`config.mk`:
```
export PLATFORM = sky130hd
export DESIGN_NAME = seg_scan_controller
export DESIGN_NICKNAME = d
export VERILOG_FILES = /design/src/rtl/seg_scan_controller.sv
export SDC_FILE = /design/constraint.sdc
export NUM_CORES = 1
export LEC_CHECK = 0
export ABC_AREA = 0
export CAP_MARGIN = 20
export CORE_MARGIN = 3
export CORE_UTILIZATION = 55
export DETAILED_ROUTE_END_ITERATION = 10
export GPL_TIMING_DRIVEN = 0
export HOLD_SLACK_MARGIN = 0.1
export PLACE_DENSITY = 0.86
export SLEW_MARGIN = 20
export SYNTH_ARGS = -nofsm -noshare
export SYNTH_HDL_FRONTEND = slang
export SYNTH_SLANG_ARGS = --single-unit
export TNS_END_PERCENT = 1
```
`constraint.sdc`:
```
create_clock -name clk_i -period 4 [get_ports clk_i]
set_input_delay 0.8 -clock clk_i [delete_from_list [all_inputs] [get_ports clk_i]]
set_output_delay 0.8 -clock clk_i [all_outputs]
set_load 0.005 [all_outputs]
```
`src/rtl/seg_scan_controller.sv`:
```
// Eight-digit multiplexed seven-segment scan controller with a blanking gap
// between digits and frame-synchronous double-buffered display updates.
module seg_scan_controller #(
  parameter int DIV_MAX   = 99999,
  parameter int BLANK_CYC = 16
) (
  input  logic        clk_i,
  input  logic        rst_i,
  input  logic [31:0] data_i,
  input  logic [7:0]  dp_i,
  input  logic [7:0]  en_mask_i,
  input  logic        load_i,
  output logic        busy_o,
  output logic        frame_o,
  output logic [7:0]  an_o,
  output logic [6:0]  seg_o,
  output logic        dp_o
);

  localparam int CW = $clog2(DIV_MAX + 1);
  localparam int BW = $clog2(BLANK_CYC + 1);
  localparam logic [CW-1:0] CNT_MAX    = CW'(DIV_MAX);
  localparam logic [BW-1:0] BLANK_LAST = BW'(BLANK_CYC - 1);

  typedef enum logic {ST_BLANK, ST_SHOW} state_t;

  state_t         state_reg, state_next;
  logic [CW-1:0]  cnt_reg, cnt_next;
  logic [2:0]     idx_reg, idx_next;
  logic [BW-1:0]  bcnt_reg, bcnt_next;

  logic [31:0]    sh_data_reg, act_data_reg;
  logic [7:0]     sh_dp_reg, act_dp_reg;
  logic [7:0]     sh_mask_reg, act_mask_reg;
  logic           busy_reg, frame_reg;

  logic [7:0]     an_reg, an_next;
  logic [6:0]     seg_reg, seg_next;
  logic           dp_reg, dp_next;

  logic           tick, commit;
  logic [3:0]     nib [8];

  function automatic logic [6:0] hex_to_seg(input logic [3:0] n);
    case (n)
      4'h0: hex_to_seg = 7'h40;
      4'h1: hex_to_seg = 7'h79;
      4'h2: hex_to_seg = 7'h24;
      4'h3: hex_to_seg = 7'h30;
      4'h4: hex_to_seg = 7'h19;
      4'h5: hex_to_seg = 7'h12;
      4'h6: hex_to_seg = 7'h02;
      4'h7: hex_to_seg = 7'h78;
      4'h8: hex_to_seg = 7'h00;
      4'h9: hex_to_seg = 7'h10;
      4'hA: hex_to_seg = 7'h08;
      4'hB: hex_to_seg = 7'h03;
      4'hC: hex_to_seg = 7'h46;
      4'hD: hex_to_seg = 7'h21;
      4'hE: hex_to_seg = 7'h06;
      default: hex_to_seg = 7'h0E;
    endcase
  endfunction

  genvar gi;
  generate
    for (gi = 0; gi < 8; gi++) begin : g_nib
      assign nib[gi] = act_data_reg[4*gi +: 4];
    end
  endgenerate

  assign tick   = (cnt_reg == CNT_MAX);
  assign commit = tick && (idx_reg == 3'd7);

  always_comb begin
    cnt_next   = tick ? '0 : cnt_reg + CW'(1);
    idx_next   = tick ? idx_reg + 3'd1 : idx_reg;
    state_next = state_reg;
    bcnt_next  = bcnt_reg;
    if (tick) begin
      state_next = ST_BLANK;
      bcnt_next  = '0;
    end else if (state_reg == ST_BLANK) begin
      if (bcnt_reg == BLANK_LAST) state_next = ST_SHOW;
      else                        bcnt_next  = bcnt_reg + BW'(1);
    end

    // Outputs are registered from next-state values. The active bank only
    // changes on a tick, when the next state is always BLANK.
    an_next  = 8'hFF;
    seg_next = 7'h7F;
    dp_next  = 1'b1;
    if (state_next == ST_SHOW && act_mask_reg[idx_next]) begin
      an_next  = ~(8'h01 << idx_next);
      seg_next = hex_to_seg(nib[idx_next]);
      dp_next  = ~act_dp_reg[idx_next];
    end
  end

  always_ff @(posedge clk_i or negedge rst_i) begin
    if (!rst_i) begin
      state_reg <= ST_SHOW;
      cnt_reg   <= '0;
      idx_reg   <= 3'd7;
      bcnt_reg  <= '0;
      frame_reg <= 1'b0;
      an_reg    <= 8'hFF;
      seg_reg   <= 7'h7F;
      dp_reg    <= 1'b1;
    end else begin
      state_reg <= state_next;
      cnt_reg   <= cnt_next;
      idx_reg   <= idx_next;
      bcnt_reg  <= bcnt_next;
      frame_reg <= commit;
      an_reg    <= an_next;
      seg_reg   <= seg_next;
      dp_reg    <= dp_next;
    end
  end

  // A load coinciding with the commit tick bypasses the shadow bank.
  always_ff @(posedge clk_i or negedge rst_i) begin
    if (!rst_i) begin
      sh_data_reg  <= '0;
      sh_dp_reg    <= '0;
      sh_mask_reg  <= '0;
      act_data_reg <= '0;
      act_dp_reg   <= '0;
      act_mask_reg <= '0;
      busy_reg     <= 1'b0;
    end else begin
      if (load_i) begin
        sh_data_reg <= data_i;
        sh_dp_reg   <= dp_i;
        sh_mask_reg <= en_mask_i;
      end
      if (commit) begin
        busy_reg <= 1'b0;
        if (load_i) begin
          act_data_reg <= data_i;
          act_dp_reg   <= dp_i;
          act_mask_reg <= en_mask_i;
        end else if (busy_reg) begin
          act_data_reg <= sh_data_reg;
          act_dp_reg   <= sh_dp_reg;
          act_mask_reg <= sh_mask_reg;
        end
      end else if (load_i) begin
        busy_reg <= 1'b1;
      end
    end
  end

  assign busy_o  = busy_reg;
  assign frame_o = frame_reg;
  assign an_o    = an_reg;
  assign seg_o   = seg_reg;
  assign dp_o    = dp_reg;

endmodule
```
**Yosys cells after proc, flatten, opt, wreduce, memory -nomap -nowiden**

Memories as Yosys holds them, arrays and structs flattened.
Index checks and enable logic that the tools add are counted.

- Add/sub/neg operators: 3
- Multipliers: 0
- Divide/modulo/power cells: 0
- Magnitude comparators: 2
- Equality and inequality tests: 5
- Shift-type cells: 1
- Multiplexer cells: 26
- Bitwise logic cells: 3
- Reduce and logical (&&, ||, !) cells: 6

Operators by type and width:

| kind | number |
|---|---|
| $mux W32 | 2 |
| $mux W8 | 5 |
| $add A17 B1 Y17 const B | 1 |
| $eq A17 B17 Y1 const B | 1 |
| $mux W17 | 1 |
| $mux W5 | 3 |
| $bmux W4 S3 | 1 |
| $mux W1 | 8 |
| $mux W4 | 2 |
| $not A8 Y8 | 1 |
| $shl A1 B3 Y8 const A | 1 |
| $mux W7 | 1 |
| $bmux W1 S3 | 2 |
| $add A5 B1 Y5 const B | 1 |
| $eq A5 B4 Y1 const B | 1 |
| $ge A4 B4 Y1 const B | 1 |
| $lt A3 B4 Y1 const B | 1 |
| $not A3 Y4 | 1 |
| $reduce_and A2 Y1 | 2 |
| $reduce_bool A2 Y1 | 2 |
| $add A3 B1 Y3 const B | 1 |
| $eq A3 B3 Y1 const B | 1 |
| $mux W3 | 1 |
| $logic_and A1 B1 Y1 | 2 |
| 3 further kinds | 3 |

- Bits in registers: 140
- Bits in latches: 0
- Bits in writable memories: 0
- Memory bits (read-only): 112
- Input bits: 51
- Output and inout port bits: 18
- Word-level logic and storage cells: 62
- Memories: 1

Memory list:

| memory | depth | bits a word | rd ports | clocked after Yosys merged registers in | write ports | RTL line | RTL |
|---|---|---|---|---|---|---|---|
| (name not given) | 16 | 7 | 1 | 0 | 0 | 45 | `case (n)` |

**Logic depth before layout (Yosys ltp)**

Gate-level depths: netlist of the first run.
An unclocked memory read counts as a cell.

- Depth after elaboration: 8
- Depth in mapped cells: 14
- Gate-level depth less buffers: 13

**Worst setup path after synthesis of the first run**

OpenSTA, ideal clock, no wires.

- Path type: reg-to-reg
- Start point: register cnt_reg[8]
- End point: register seg_reg[0] (netlist: seg_o[0])
- Library setup time: 0.086 ns
- Data arrival time: 3.330 ns
- Data required time: 3.914 ns
- Slack: 0.585 ns
- Stages on the path, launching flop included: 14
- Buffers on the path: 1
- Period minus slack after synthesis: 3.415 ns
- Cells stage by stage: dfrtp_1 > or4b_4 > nor4_4 > mux2i_1 > clkinv_1 > buf_6 > nor4_1 > a21o_1 > inv_1 > ha_1 > inv_1 > nor3_1 > o21a_1 > a2111o_1

- Cells in the longest elaborated chain, start to end: 8
- Elaborated cells between the ends (all ways): 12
- Those cells by class: 1 x eq/ne; 8 x mux; 1 x bitwise; 1 x reduce/logical; 1 x memory

Ends and longest elaborated chain:

| element | RTL line | RTL |
|---|---|---|
| start, declared | 28 | `logic [CW-1:0] cnt_reg, cnt_next;` |
| start signal, assigned | 112 | `cnt_reg <= cnt_next;` |
| $eq A17 B17 Y1 * | 72 | `assign tick = (cnt_reg == CNT_MAX);` |
| $mux W3 * | 77 | `idx_next = tick ? idx_reg + 3'd1 : idx_reg;` |
| via idx_next[2] | 29 | `logic [2:0] idx_reg, idx_next;` |
| $not A3 Y4 (not written as such) | 95 | `seg_next = hex_to_seg(nib[idx_next]);` |
| $bmux W4 S3 | 95 |  |
| $mux W4 (not written as such) (2 in series) | 95 |  |
| $mem_v2 Z16 W7 | -- |  |
| $mux W7 * | 93 | `if (state_next == ST_SHOW && act_mask_reg[idx_next]) begin` |
| via seg_next[0] | 38 | `logic [6:0] seg_reg, seg_next;` |
| end signal, assigned | 117 | `seg_reg <= seg_next;` |
| end, declared | 38 |  |

Mark *: on every way through the listed nets, which the timed path passes. The rest lies on a longest branch. The select of a mux whose other input is x is not followed.
A chain may end at the register's enable or synchronous reset.

**Worst setup path in the final report of the first run**

- Start point: register cnt_reg[8]
- End point: register seg_reg[3] (netlist: seg_o[3])

- Cells in the longest elaborated chain, start to end: 8
- Elaborated cells between the ends (all ways): 12
- Those cells by class: 1 x eq/ne; 8 x mux; 1 x bitwise; 1 x reduce/logical; 1 x memory

Ends and longest elaborated chain:

| element | RTL line |
|---|---|
| $eq A17 B17 Y1 * | 72 |
| $mux W3 | 77 |
| $not A3 Y4 (not written as such) | 95 |
| $bmux W4 S3 | 95 |
| $mux W4 (not written as such) (2 in series) | 95 |
| $mem_v2 Z16 W7 | -- |
| $mux W7 * | 93 |
| via seg_next[3] | 38 |

Marked as above.

==> results.md, run 1 <==
- Status: finished clean
- Final Hold Viols: 0
- Asr flop ratio synth: 100%
- Die H: 115 um
- Max transition margin: 49.8%
- Fraction of layout cells with a size suffix above 1: 31.5%
- Fin crit share: 97.0%
- I/O pin total: 69
- Setup WS post-layout: 0.119 ns
- First-pass GRT wire length: 22900 um
- Dpl hpwl: 9690 um
- H-tree depth: 4
- Pre-CTS WS: -0.0552 ns
- Starting Density: 56.7%
- Max-cap violation count: 0
- Mapped Cells: 490
- Reg clk slew, reported paths: 0.06 ns
- Commonest cells after routing, fill and taps aside: dfrtp_1 (120), mux2_2 (107), clkdlybuf4s50_1 (67)
- Final Non-Filler Cells: 737
- Max Clk Rate: 258 MHz
- WL/cell: 18.9 um
- Worst skew pair latency: 0.42 ns
- Ys flop type: dfrtp_1
- Number of global-route vias before repair: 4525
- DRC: 0
- Violation count after the first detailed-route iteration: 252
- Die area: 13200 um2
- Count of different cell masters after synthesis: 56
- Net Count, Synth: 552
- Antenna cells: 0
- Post-synth EDFFs: 0
- CP startpoint kind: flop
- Vias per cell: 5.88
- CTS tree: built
- Worst path arrival time: 4.23 ns
- Most common cell after layout, fill and taps aside: dfrtp_1
- Die X: 115 um
- Drt pass-1 iters: 5
- FF-to-FF Start: cnt_reg[8]
- Final setup fails: 0
- Placed insts: 702
- Power density cells: 408 nW/um2
- Root Driver: clkbuf_16
- Hold WC Path Type: primary input to asynchronous set/reset pin
- Synth Register Bits: 140
- Avg Cell Area, Syn: 13.3 um2
- LEAKAGE: 3.50 nW
- R2R Path End: seg_o[3]
- Worst-margin pin slew: 0.748 ns
- CP required: 4.34 ns
- RSZ-0062 raised after global routing: no
- DRT Wirelength: 13900 um
- Clock Path Buffers: 2
- Number of port buffers: 68
- Global route total overflow: 0
- Clock net sink count: 140
- CP startpoint: cnt_reg[8]
- Maximum vdd ir drop: 0.282 mV
- Nets: 643
- CTS Buf Count: 17
- Worst R2R Setup Slack: 0.12 ns
- Site Rows: 39
- Core area: 11500 um2
- Post-synthesis sequential area ratio: 54.0%
- Initial antenna violation count: 0
- Gr usage total: 22.6%
- Critical path endpoint: seg_o[3]
- Fin Clk Skew: 0.00587 ns
- Synth Cell Area: 6530 um2
- Worst reg-to-reg path cell count: 10
- Largest net degree at the start of global routing: 92
- Pins over their slew limit: 0
- P&R area growth vs syn: 23.7%
- Final ANT Viol Nets: 0
- YS warnings: 0
- Final RePlAce weighted congestion: 0.819
- Worst Path Max Fanout: 10
- Crit end category: flop
- Routed vias: 4331
- Min Hold Slack: 0.265 ns
- CP Class: flop to flop
- Hold-fix buffers, CTS: 0
- Final min period: 3.88 ns
[worst max-delay path: stages, from the launching register on]
cell and delay (ns):
dfrtp_1 0.42, or4b_4 0.59, nor4_1 0.51, buf_4 0.34
mux4_2 0.55, mux2i_1 0.36, ha_1 0.30, inv_1 0.09
nor3_1 0.29, and3b_1 0.22, o22ai_1 0.13
[cell type report]
type,instances,area [um2]
Sequential cell,140,3530
Fill cell,781,3430
Multi-Input combinational cell,315,2860
Timing Repair Buffer,72,736
Clock buffer,19,433
Clock inverter,13,191
Tap cell,143,179
Buffer,24,116
Inverter,11,41.3
[metrics by stage]
| step | cell area [um2] | TNS [ns] | total power, mW | utilization [%] |
|---|---|---|---|---|
| 2_1_floorplan | 6530 | 0 | 1.56 | - |
| 3_5_place_dp | 7430 | -0.0552 | 1.67 | 64.5 |
| 6_report | 8080 | 0 | 3.30 | 70.2 |
| 4_1_cts | 8050 | 0 | 3.32 | 69.9 |
| 3_3_place_gp | 7390 | -377.39 | 1.66 | 64.2 |
| 5_1_grt | 8080 | 0 | 3.41 | 70.2 |
[power breakdown]
group	leakage (nW)	switching, mW	internal (mW)
logic	1.47	0.0713	0.0912
registers	1.74	0.0126	1.47
clock network	0.294	0.610	1.05
total	3.50	0.694	2.60
[worst min path at each step]
stage | startpoint | to | slack, ns
floorplan | act_mask_reg[7] | an_o[7] | 0.44
global placement | cnt_reg[0] | cnt_reg[0] | 0.47
detailed placement | sh_data_reg[10] | sh_data_reg[10] | 0.48
CTS | rst_i | cnt_reg[7] | 0.27
global route | rst_i | cnt_reg[7] | 0.28
finish | rst_i | cnt_reg[7] | 0.26
[cell usage after synthesis, types with 3 or more instances]
library cell | count | area (um2)
dfrtp_1 | 120 | 3000
mux2_2 | 107 | 1200
nor2_1 | 27 | 101
mux2i_1 | 24 | 240
nand2_1 | 22 | 82.6
dfstp_2 | 20 | 526
nand3_1 | 13 | 65.1
buf_1 | 12 | 45.0
ha_1 | 11 | 138
inv_1 | 10 | 37.5
o21ai_0 | 10 | 50.1
xor2_1 | 10 | 87.6
mux4_2 | 9 | 203
xnor2_1 | 8 | 70.1
nor3_1 | 7 | 35.0
clkbuf_1 | 5 | 18.8
nand4_1 | 5 | 31.3
a211oi_1 | 4 | 30.0
nand2b_1 | 4 | 25.0
nor2b_1 | 4 | 25.0
a221o_1 | 3 | 30.0
and3_1 | 3 | 18.8
buf_2 | 3 | 15.0
nor3b_1 | 3 | 22.5
nor4_1 | 3 | 18.8
o22ai_1 | 3 | 18.8
[layer usage]
layer	vias to the layer above	wire length (um)	global-route usage, %
li1	1959	-	-
met1	2170	5820	29.1
met2	162	6960	36.3
met3	40	795	6.68
met4	0	352	8.53
met5	-	0	0
[what timing repair did]
item	in CTS	in global routing
setup buffers	0	3
resized for setup	1	2
endpoints found under the setup margin	1	3
pin swaps	0	1
[logic make-up after synthesis]
family,Yosys count,synth area share (%)
AO/OA/AOI/OAI,36,4.04
XOR/XNOR,18,2.41
adder cells (fa/ha/maj),11,2.11
buffers and inverters,35,2.41
flip-flops,140,54.0
multiplexers,142,25.9
AND/OR/NAND/NOR,108,9.17
Power figures use the tool's default switching activity.
==> run 2, diff against run 1 <==
- SLEW_MARGIN: 20 -> not set
- clock period: 4 -> 3.7 ns (I/O delays scaled with it)
==> run 2 against run 1 <==
  * Cell area rose by 0.11%
  * Global-route usage grew 0.090 points
  * Routed wire length up 0.11%
==> results.md, run 2 (synthesized netlist as in run 1, its figures left out) <==
- Number of global-route vias before repair: 4586 (+1.3%)
- Fin Clk Skew: 0.00702 ns (+0.00115 ns)
- P&R area growth vs syn: 23.9%
- Internal Power: 2.82 mW (+8.1%)
- Max transition margin: 49.1% (-0.64 points)
- CP required: 4.05 ns (-0.29 ns)
- Status: finished clean
- Final Hold Viols: 0 (unchanged)
- Maximum vdd ir drop: 0.304 mV (+7.5%)
- Comb pwr share: 4.9% (about the same)
- Reg clk slew, reported paths: 0.06 ns (about the same)
- Initial antenna violation count: 0 (unchanged)
- Max-cap violation count: 0 (unchanged)
- CTS Buf Count: 17 (unchanged)
- Final setup fails: 0 (unchanged)
- Largest net degree at the start of global routing: 92 (unchanged)
- Commonest cells after routing, fill and taps aside: dfrtp_1 (120), mux2_2 (107), clkdlybuf4s50_1 (67)
- Worst skew pair latency: 0.42 ns (about the same)
- Power after layout: 3.56 mW (+8.0%)
- Routed vias: 4303 (-0.65%)
- Die H: 115 um (unchanged)
- Switch share: 21.0% (-0.046 points)
- Worst reg-to-reg path cell count: 11 (+1)
- Site Rows: 39 (unchanged)
- Final min period: 3.58 ns (-0.303 ns)
- Core area: 11500 um2 (unchanged)
- Power density cells: 440 nW/um2 (+7.9%)
- Clock Path Buffers: 2 (unchanged)
- Nets: 642 (-0.16%)
- Gr usage total: 22.6% (+0.090 points)
- Flop pwr share: 44.9% (about the same)
- DRT Wirelength: 13900 um (+0.11%)
- Crit end category: flop
- Placed insts: 702 (unchanged)
- Final Non-Filler Cells: 736 (-0.14%)
- Starting Density: 56.7% (unchanged)
- Final ANT Viol Nets: 0 (unchanged)
- LEAKAGE: 3.50 nW (about the same)
- Clock power share: 50.2% (about the same)
- Vias per cell: 5.85 (-0.51%)
- Antenna cells: 0 (unchanged)
- CP startpoint kind: flop
- First-pass GRT wire length: 23000 um (+0.45%)
- Global route total overflow: 0 (unchanged)
- Number of port buffers: 68 (unchanged)
- Switching pwr: 0.748 mW (+7.8%)
- Max Clk Rate: 279 MHz (+8.5%)
- Die X: 115 um (unchanged)
- I/O pin total: 69 (unchanged)
- CTS tree: built
- H-tree depth: 4 (unchanged)
- Final RePlAce weighted congestion: 0.819 (unchanged)
- Hold WC Path Type: primary input to asynchronous set/reset pin
- Pre-CTS WS: -0.355 ns (-0.300 ns)
- DRC: 0 (unchanged)
- Setup WS post-layout: 0.122 ns (+0.00301 ns)
- Worst Path Max Fanout: 10 (unchanged)
- Drt pass-1 iters: 5 (unchanged)
- Worst-margin pin slew: 0.757 ns (+0.00949 ns)
- WL/cell: 18.9 um (+0.25%)
- CP Class: flop to flop
- Worst path arrival time: 3.93 ns (-0.30 ns)
- Dpl hpwl: 9690 um (about the same)
- Die area: 13200 um2 (unchanged)
- Fin crit share: 96.7% (-0.32 points)
- Pins over their slew limit: 0 (unchanged)
- Fraction of layout cells with a size suffix above 1: 31.9% (+0.39 points)
- Root Driver: clkbuf_16
- Post-layout util: 70.3% (+0.076 points)
- Clock net sink count: 140 (unchanged)
- Most common cell after layout, fill and taps aside: dfrtp_1
- Violation count after the first detailed-route iteration: 194 (-23%)
run 2: worst paths after layout:
path / to / startpoint / slack (ns)
min: cnt_reg[7] / rst_i / 0.24
min reg2reg: sh_mask_reg[4] / sh_mask_reg[4] / 0.50
max in group asynchronous: idx_reg[2] / rst_i / 2.65
max reg2reg: seg_o[3] / cnt_reg[0] / 0.12
min in group clk_i: sh_mask_reg[4] / sh_mask_reg[4] / 0.50
max: seg_o[3] / cnt_reg[0] / 0.12
run 2: what timing repair did:
| item | in CTS | in global routing |
|---|---|---|
| hold buffers | 0 | 0 |
| setup endpoints to repair | 4 | 4 |
| pin swaps | 1 | 2 |
| setup buffers | 2 | 0 |
| gates resized for setup | 4 | 3 |
run 2: cell type report:
cell class | instances | area [um2]
inverters | 11 | 41.3
well taps | 143 | 179
clock buffers | 19 | 433
flip-flops and latches | 140 | 3530
multi-input cells | 315 | 2880
plain buffers | 24 | 118
fillers | 779 | 3420
clock inverters | 13 | 191
repair buffers | 71 | 724
run 2: metal layers:
metal	part of all wire (%)	GRT usage, %
met1	42	29.1
met2	51	36.2
met3	5.1	6.63
met4	2.5	9.39
met5	0	0
run 2: metrics by stage:
| step | setup TNS [ns] | hold WS, ns | cell area, um2 |
|---|---|---|---|
| 2_1_floorplan | 0 | 0.436 | 6530 |
| 3_3_place_gp | -411.22 | 0.469 | 7390 |
| 3_5_place_dp | -0.840 | 0.484 | 7420 |
| 4_1_cts | 0 | 0.255 | 8080 |
| 5_1_grt | -0.0122 | 0.272 | 8090 |
| 6_report | 0 | 0.241 | 8090 |
run 2: power by group through the flow:
stage | logic (mW) | registers, mW | clock network, mW
floorplan | 0.0724 | 1.62 | 0
global placement | 0.167 | 1.62 | 0
detailed placement | 0.177 | 1.62 | 0
CTS | 0.179 | 1.60 | 1.81
global route | 0.193 | 1.60 | 1.88
finish | 0.175 | 1.60 | 1.79
run 2: worst max-delay path: stages, from the launching register on:
cell and delay (ns):
dfrtp_1 0.39, ha_1 0.23, nand4_1 0.26, nor4_2 0.45
buf_4 0.31, mux4_2 0.57, mux2i_2 0.28, ha_1 0.29
inv_1 0.08, nor3_1 0.29, and3b_1 0.22, o22ai_1 0.13
==> edit 1 (flow settings as in run 2) <==
`BLANK_CYC`: 16 -> 64.
--- a/src/rtl/seg_scan_controller.sv
+++ b/src/rtl/seg_scan_controller.sv
@@ -4,3 +4,3 @@
   parameter int DIV_MAX   = 99999,
-  parameter int BLANK_CYC = 16
+  parameter int BLANK_CYC = 64
 ) (
Function: no difference found for any inputs over 10 cycles, from zero or initial values and one cycle with rst_i low; that may be too few to reach the edited logic, so the function may still have changed.
==> edit 1 against run 2 <==
Critical path depth grew 2; total power shrank 1.4%; synthesized area hardly changed; sequential cell count rose by 2; global-route usage up 0.22 points; largest power group unchanged; wire length grew 1.5%; maximum frequency up 4.8%; setup slack gained 0.16 ns; cell area fell by 0.93%; via count down 0.74%; critical endpoint unchanged; highest routed layer unchanged.
==> edit 1: results (changes against run 2) <==
Slowest Stage Delay on Critical Path 0.54 ns (-0.03 ns); leakage 3.50 nW (-0.15%); fraction of registers with async set/reset 100% (unchanged); vias in the first global route 4634 (+1.0%); Routed WL per cell 19.2 um (+1.1%); GRT Total Usage 22.9% (+0.22 points); largest net degree at the start of global routing 80 (-13%); slew margin rel. 57.6% (+8.4 points); wire length on met1 6.07 mm (+4.2%); fraction of final layout cells with drive strength greater than 1 32.7% (+0.85 points); Post-CTS Repair Setup Buffers 0 (-2); post-cts gate resize count 0 (-4); RD Place Congestion 0.886 (+8.2%); Vias/cell 5.78 (-1.1%); Post-DP HPWL 9.86 mm (+1.8%); top post-synthesis cells by area dfrtp_1 47%, mux2_2 17%, dfstp_2 8.1%; Worst VDD drop 0.275 mV (-9.6%); Area after DPL 0.00742 mm2 (about the same); register area share after synthesis 54.8% (+0.82 points); met3 WL 730 um (+2.0%); first-pass GRT wire length 23.4 mm (+2.0%); top cell family by delay on the critical path compound AO/OA/AOI/OAI gates; WL met2 7.12 mm (+0.81%); final net count 644 (+0.31%); status completed; Buffers on Ports 68 (unchanged); fillers 799 (+2.6%); Synth top cells by count 122 x dfrtp_1, 99 x mux2_2, 28 x nor2_1; CP arrival 3.75 ns (-0.18 ns); router iterations before antenna repair 4 (-1); cell count after synthesis 495 (+1.0%); initial drt markers 261 (+35%); Yosys cell types 70 (+25%); Mapped Nets 556 (+0.72%); Clock Skews 0.00733 ns (+0.000309 ns); wirelength, routed 14.2 mm (+1.5%)
==> edit 1: cell types whose count changed in the layout (fill, tap and decap cells not counted), sizes merged, moves of 3 or more <==
cell,change
a21oi,+7
mux2,-7
mux4,-7
inv,+6
mux2i,-6
o221ai,+6
a31oi,+5
nor4,-5
and4,+4
nand3,-4
a221o,-3
clkinv,-3
nor3,-3
==> edit 1: kinds of logic (layout without fill, tap and decap cells) <==
| logic type | Yosys count | in the layout | share of synthesized area, % |
|---|---|---|---|
| buffers and inverters | 39 | 140 | 3.26 |
| xor gates and xnor gates | 19 | 19 | 2.55 |
| DFF | 142 | 142 | 54.8 |
| adders and majority gates | 10 | 10 | 1.92 |
| and+or+nand+nor | 104 | 104 | 8.82 |
| muxes | 122 | 122 | 21.5 |
| AOI/OAI and AO/OA | 59 | 59 | 7.11 |
==> edit 1: final timing paths <==
kind / from / end / slack, ns / depth (start not counted)
setup / recovery: cnt_reg[0] / seg_o[3] / 0.29 / 13
hold / removal: rst_i / sh_data_reg[20] / 0.30 / 1
setup reg to reg: cnt_reg[0] / seg_o[3] / 0.29 / 13
hold reg to reg: cnt_reg[0] / cnt_reg[0] / 0.49 / 1
max in group asynchronous: rst_i / idx_reg[2] / 2.60 / 2
min in group clk_i: cnt_reg[0] / cnt_reg[0] / 0.49 / 1
==> edit 1: routing by layer <==
metal,track usage (%),vias up
met5,0,-
met1,30.2,2157
met2,38.2,125
li1,-,1968
met3,3.95,21
met4,8.53,0
==> edit 1: power breakdown <==
group | switching [mW] | total (mW) | leakage, nW | internal, mW
registers | 0.0132 | 1.62 | 1.77 | 1.61
clock network | 0.696 | 1.72 | 0.277 | 1.02
logic | 0.0777 | 0.176 | 1.45 | 0.0982
==> edit 1: final cells by class <==
class | instances | area [um2] | share of cell area [%]
inverters | 13 | 48.8 | 0.609
clock buffers | 18 | 439 | 5.48
flip-flops and latches | 142 | 3580 | 44.6
well taps | 143 | 179 | 2.23
plain buffers | 26 | 164 | 2.04
multi-input cells | 314 | 2740 | 34.2
clock inverters | 14 | 159 | 1.98
repair buffers | 69 | 709 | 8.85
==> edit 1: per-stage QoR <==
step	setup WS (ns)	setup TNS [ns]	total power [mW]	hold slack [ns]	utilization (%)
after floorplan	0.634	0	1.71	0.444	-
after global placement	-3.21	-422.91	1.81	0.462	64.1
after detailed placement	0.197	0	1.83	0.476	64.4
after CTS	0.0779	0	3.54	0.317	69.6
after global routing	0.0313	0	3.63	0.336	69.6
final	0.286	0	3.51	0.297	69.6
==> edit 2 (flow settings as in run 2) <==
Made on the original files. Make the reset (`rst_i`) synchronous in 2 clocked blocks.
--- a/src/rtl/seg_scan_controller.sv
+++ b/src/rtl/seg_scan_controller.sv
@@ -99,3 +99,3 @@
 
-  always_ff @(posedge clk_i or negedge rst_i) begin
+  always_ff @(posedge clk_i) begin
     if (!rst_i) begin
@@ -122,3 +122,3 @@
   // A load coinciding with the commit tick bypasses the shadow bank.
-  always_ff @(posedge clk_i or negedge rst_i) begin
+  always_ff @(posedge clk_i) begin
     if (!rst_i) begin
Formal check against the unedited RTL: differs if rst_i is asserted again (counterexample within 4 cycles, from zero or initial values and one cycle with rst_i low); with rst_i held inactive, the same outputs for 10 cycles.
==> edit 2 against run 2 <==
Cell area decreased by 10%; setup slack improved by 0.0033 ns; wire length decreased by 1.1%; synthesized area decreased by 11%; total power decreased by 5.3%; sequential cell count unchanged; critical endpoint is now seg_o[0]; largest cell class is now multi-input gates.
==> edit 2: results (changes against run 2) <==
status completed; clock slew at reported path FFs 0.06 ns (about the same); Root Buffer clkbuf_8; top post-synthesis cells by area dfxtp_1 48%, mux2i_1 10%, o211a_1 8.5%; Worst Hold Path Cells 1; Main synth FF type dfxtp_1; Area after DPL 0.00664 mm2 (-11%); Worst path slowest cell or4b_1; Worst-Skew Late Latency 0.53 ns (+0.11 ns); r2r worst-path depth 14 (+3); Synth top cells by count 140 x dfxtp_1, 68 x nand2_1, 58 x mux2i_1; Routed Antenna Nets 0 (unchanged); Clock Skews 0.00880 ns (+0.00178 ns); final setup fails 0 (unchanged); top cell family by delay on the critical path simple AND/OR/NAND/NOR gates; min-delay worst type register to register; leakage 3.41 nW (-2.5%); initial drt markers 279 (+44%); fraction of registers with async set/reset 0% (-100 points); fraction of final layout cells with drive strength greater than 1 9.52% (-22 points); Vias/cell 5.77 (-1.2%); Routed WL per cell 17.1 um (-9.6%); worst-path fanout max 10 (unchanged); H-tree lvl count 4 (unchanged); final net count 721 (+12%); vias in the first global route 4735 (+3.2%); Mapped Nets 632 (+14%); Yosys warnings 0 (unchanged); Buffers on Ports 67 (-1.5%); CP arrival 3.99 ns (+0.06 ns); router iterations before antenna repair 7 (+2); slew margin rel. 46.6% (-2.6 points); register area share after synthesis 48.3% (-5.7 points); RD Place Congestion 0.903 (+10%); Longest Clk Path Bufs 2 (unchanged); initial antenna violation count 0 (unchanged); cts bufs inserted 17 (unchanged); largest net degree at the start of global routing 17 (-82%); n_diodes 0 (unchanged); Yosys cell types 53 (-5.4%); Post-DP HPWL 9.70 mm (about the same); first-pass GRT wire length 22.4 mm (-2.6%); GRT Total Usage 24.3% (+1.6 points); Slowest Stage Delay on Critical Path 0.53 ns (-0.04 ns); Worst VDD drop 0.311 mV (+2.4%)
edit 2: changes by cell type in the layout (fill, tap and decap cells not counted), sizes merged, moves of 20 or more:
cell,before,now
clkbuf,24,45
dfrtp,120,0
dfstp,20,0
dfxtp,0,140
mux2,108,6
mux2i,24,59
nand2,22,68
nor2b,4,48
o211a,0,49
edit 2: cell type report:
cell class                 count  area [um2]
fill                         696        2750
timing repair buffer          70         693
inverter                       6        22.5
sequential                   140        2800
buffer                        36         171
clock inverter                11         110
tap                          133         166
clock buffer                  21         469
multi-input combinational    388        2810
edit 2: metrics by stage:
stage / worst slack, ns / instances / utilization (%)
2_1_floorplan: 0.450 / 570 / -
3_3_place_gp: 0.191 / 770 / 66.4
3_5_place_dp: 0.0908 / 770 / 66.4
4_1_cts: 0.0264 / 802 / 72.2
5_1_grt: 0.0112 / 805 / 72.5
6_report: 0.125 / 805 / 72.5
edit 2: final timing paths:
kind	start	endpoint	slack, ns
worst max-delay path	cnt_reg[0]	seg_o[0]	0.12
worst min-delay path	cnt_reg[0]	cnt_reg[0]	0.48
worst max register to register	cnt_reg[0]	seg_o[0]	0.12
worst min register to register	cnt_reg[0]	cnt_reg[0]	0.48
edit 2: kinds of logic (layout without fill, tap and decap cells):
group                    count (synthesis)  count (layout)  share of synthesized area [%]
multiplexers                            65              65                           11.5
XOR/XNOR                                18              18                           2.72
adder cells (fa/ha/maj)                 11              11                           2.37
buffers and inverters                   42             144                           3.34
AO/OA/AOI/OAI                           98              98                           14.7
AND/OR/NAND/NOR                        196             196                           17.0
flip-flops                             140             140                           48.3
edit 2: repair_timing:
action | 4_1_cts | 5_1_grt
buffers inserted | 0 | 3
hold buffers | 0 | 0
pin swaps | 0 | 2
gates resized for setup | 1 | 1
setup endpoints to repair | 1 | 2
edit 2: metal layers:
layer / share of wire (%) / global-route usage [%] / vias to the layer above / wire [um]
li1: - / - / 2195 / -
met5: 0 / 0 / - / 0
met4: 3.0 / 11.3 / 0 / 415
met3: 5.8 / 5.33 / 45 / 803
met2: 47 / 40.2 / 180 / 6480
met1: 44 / 30.2 / 2228 / 6100
edit 2: power by group:
group	switching, mW	internal [mW]
Sequential	0.0122	1.54
Clock	0.675	0.970
Combinational	0.0800	0.0936
Total	0.767	2.61
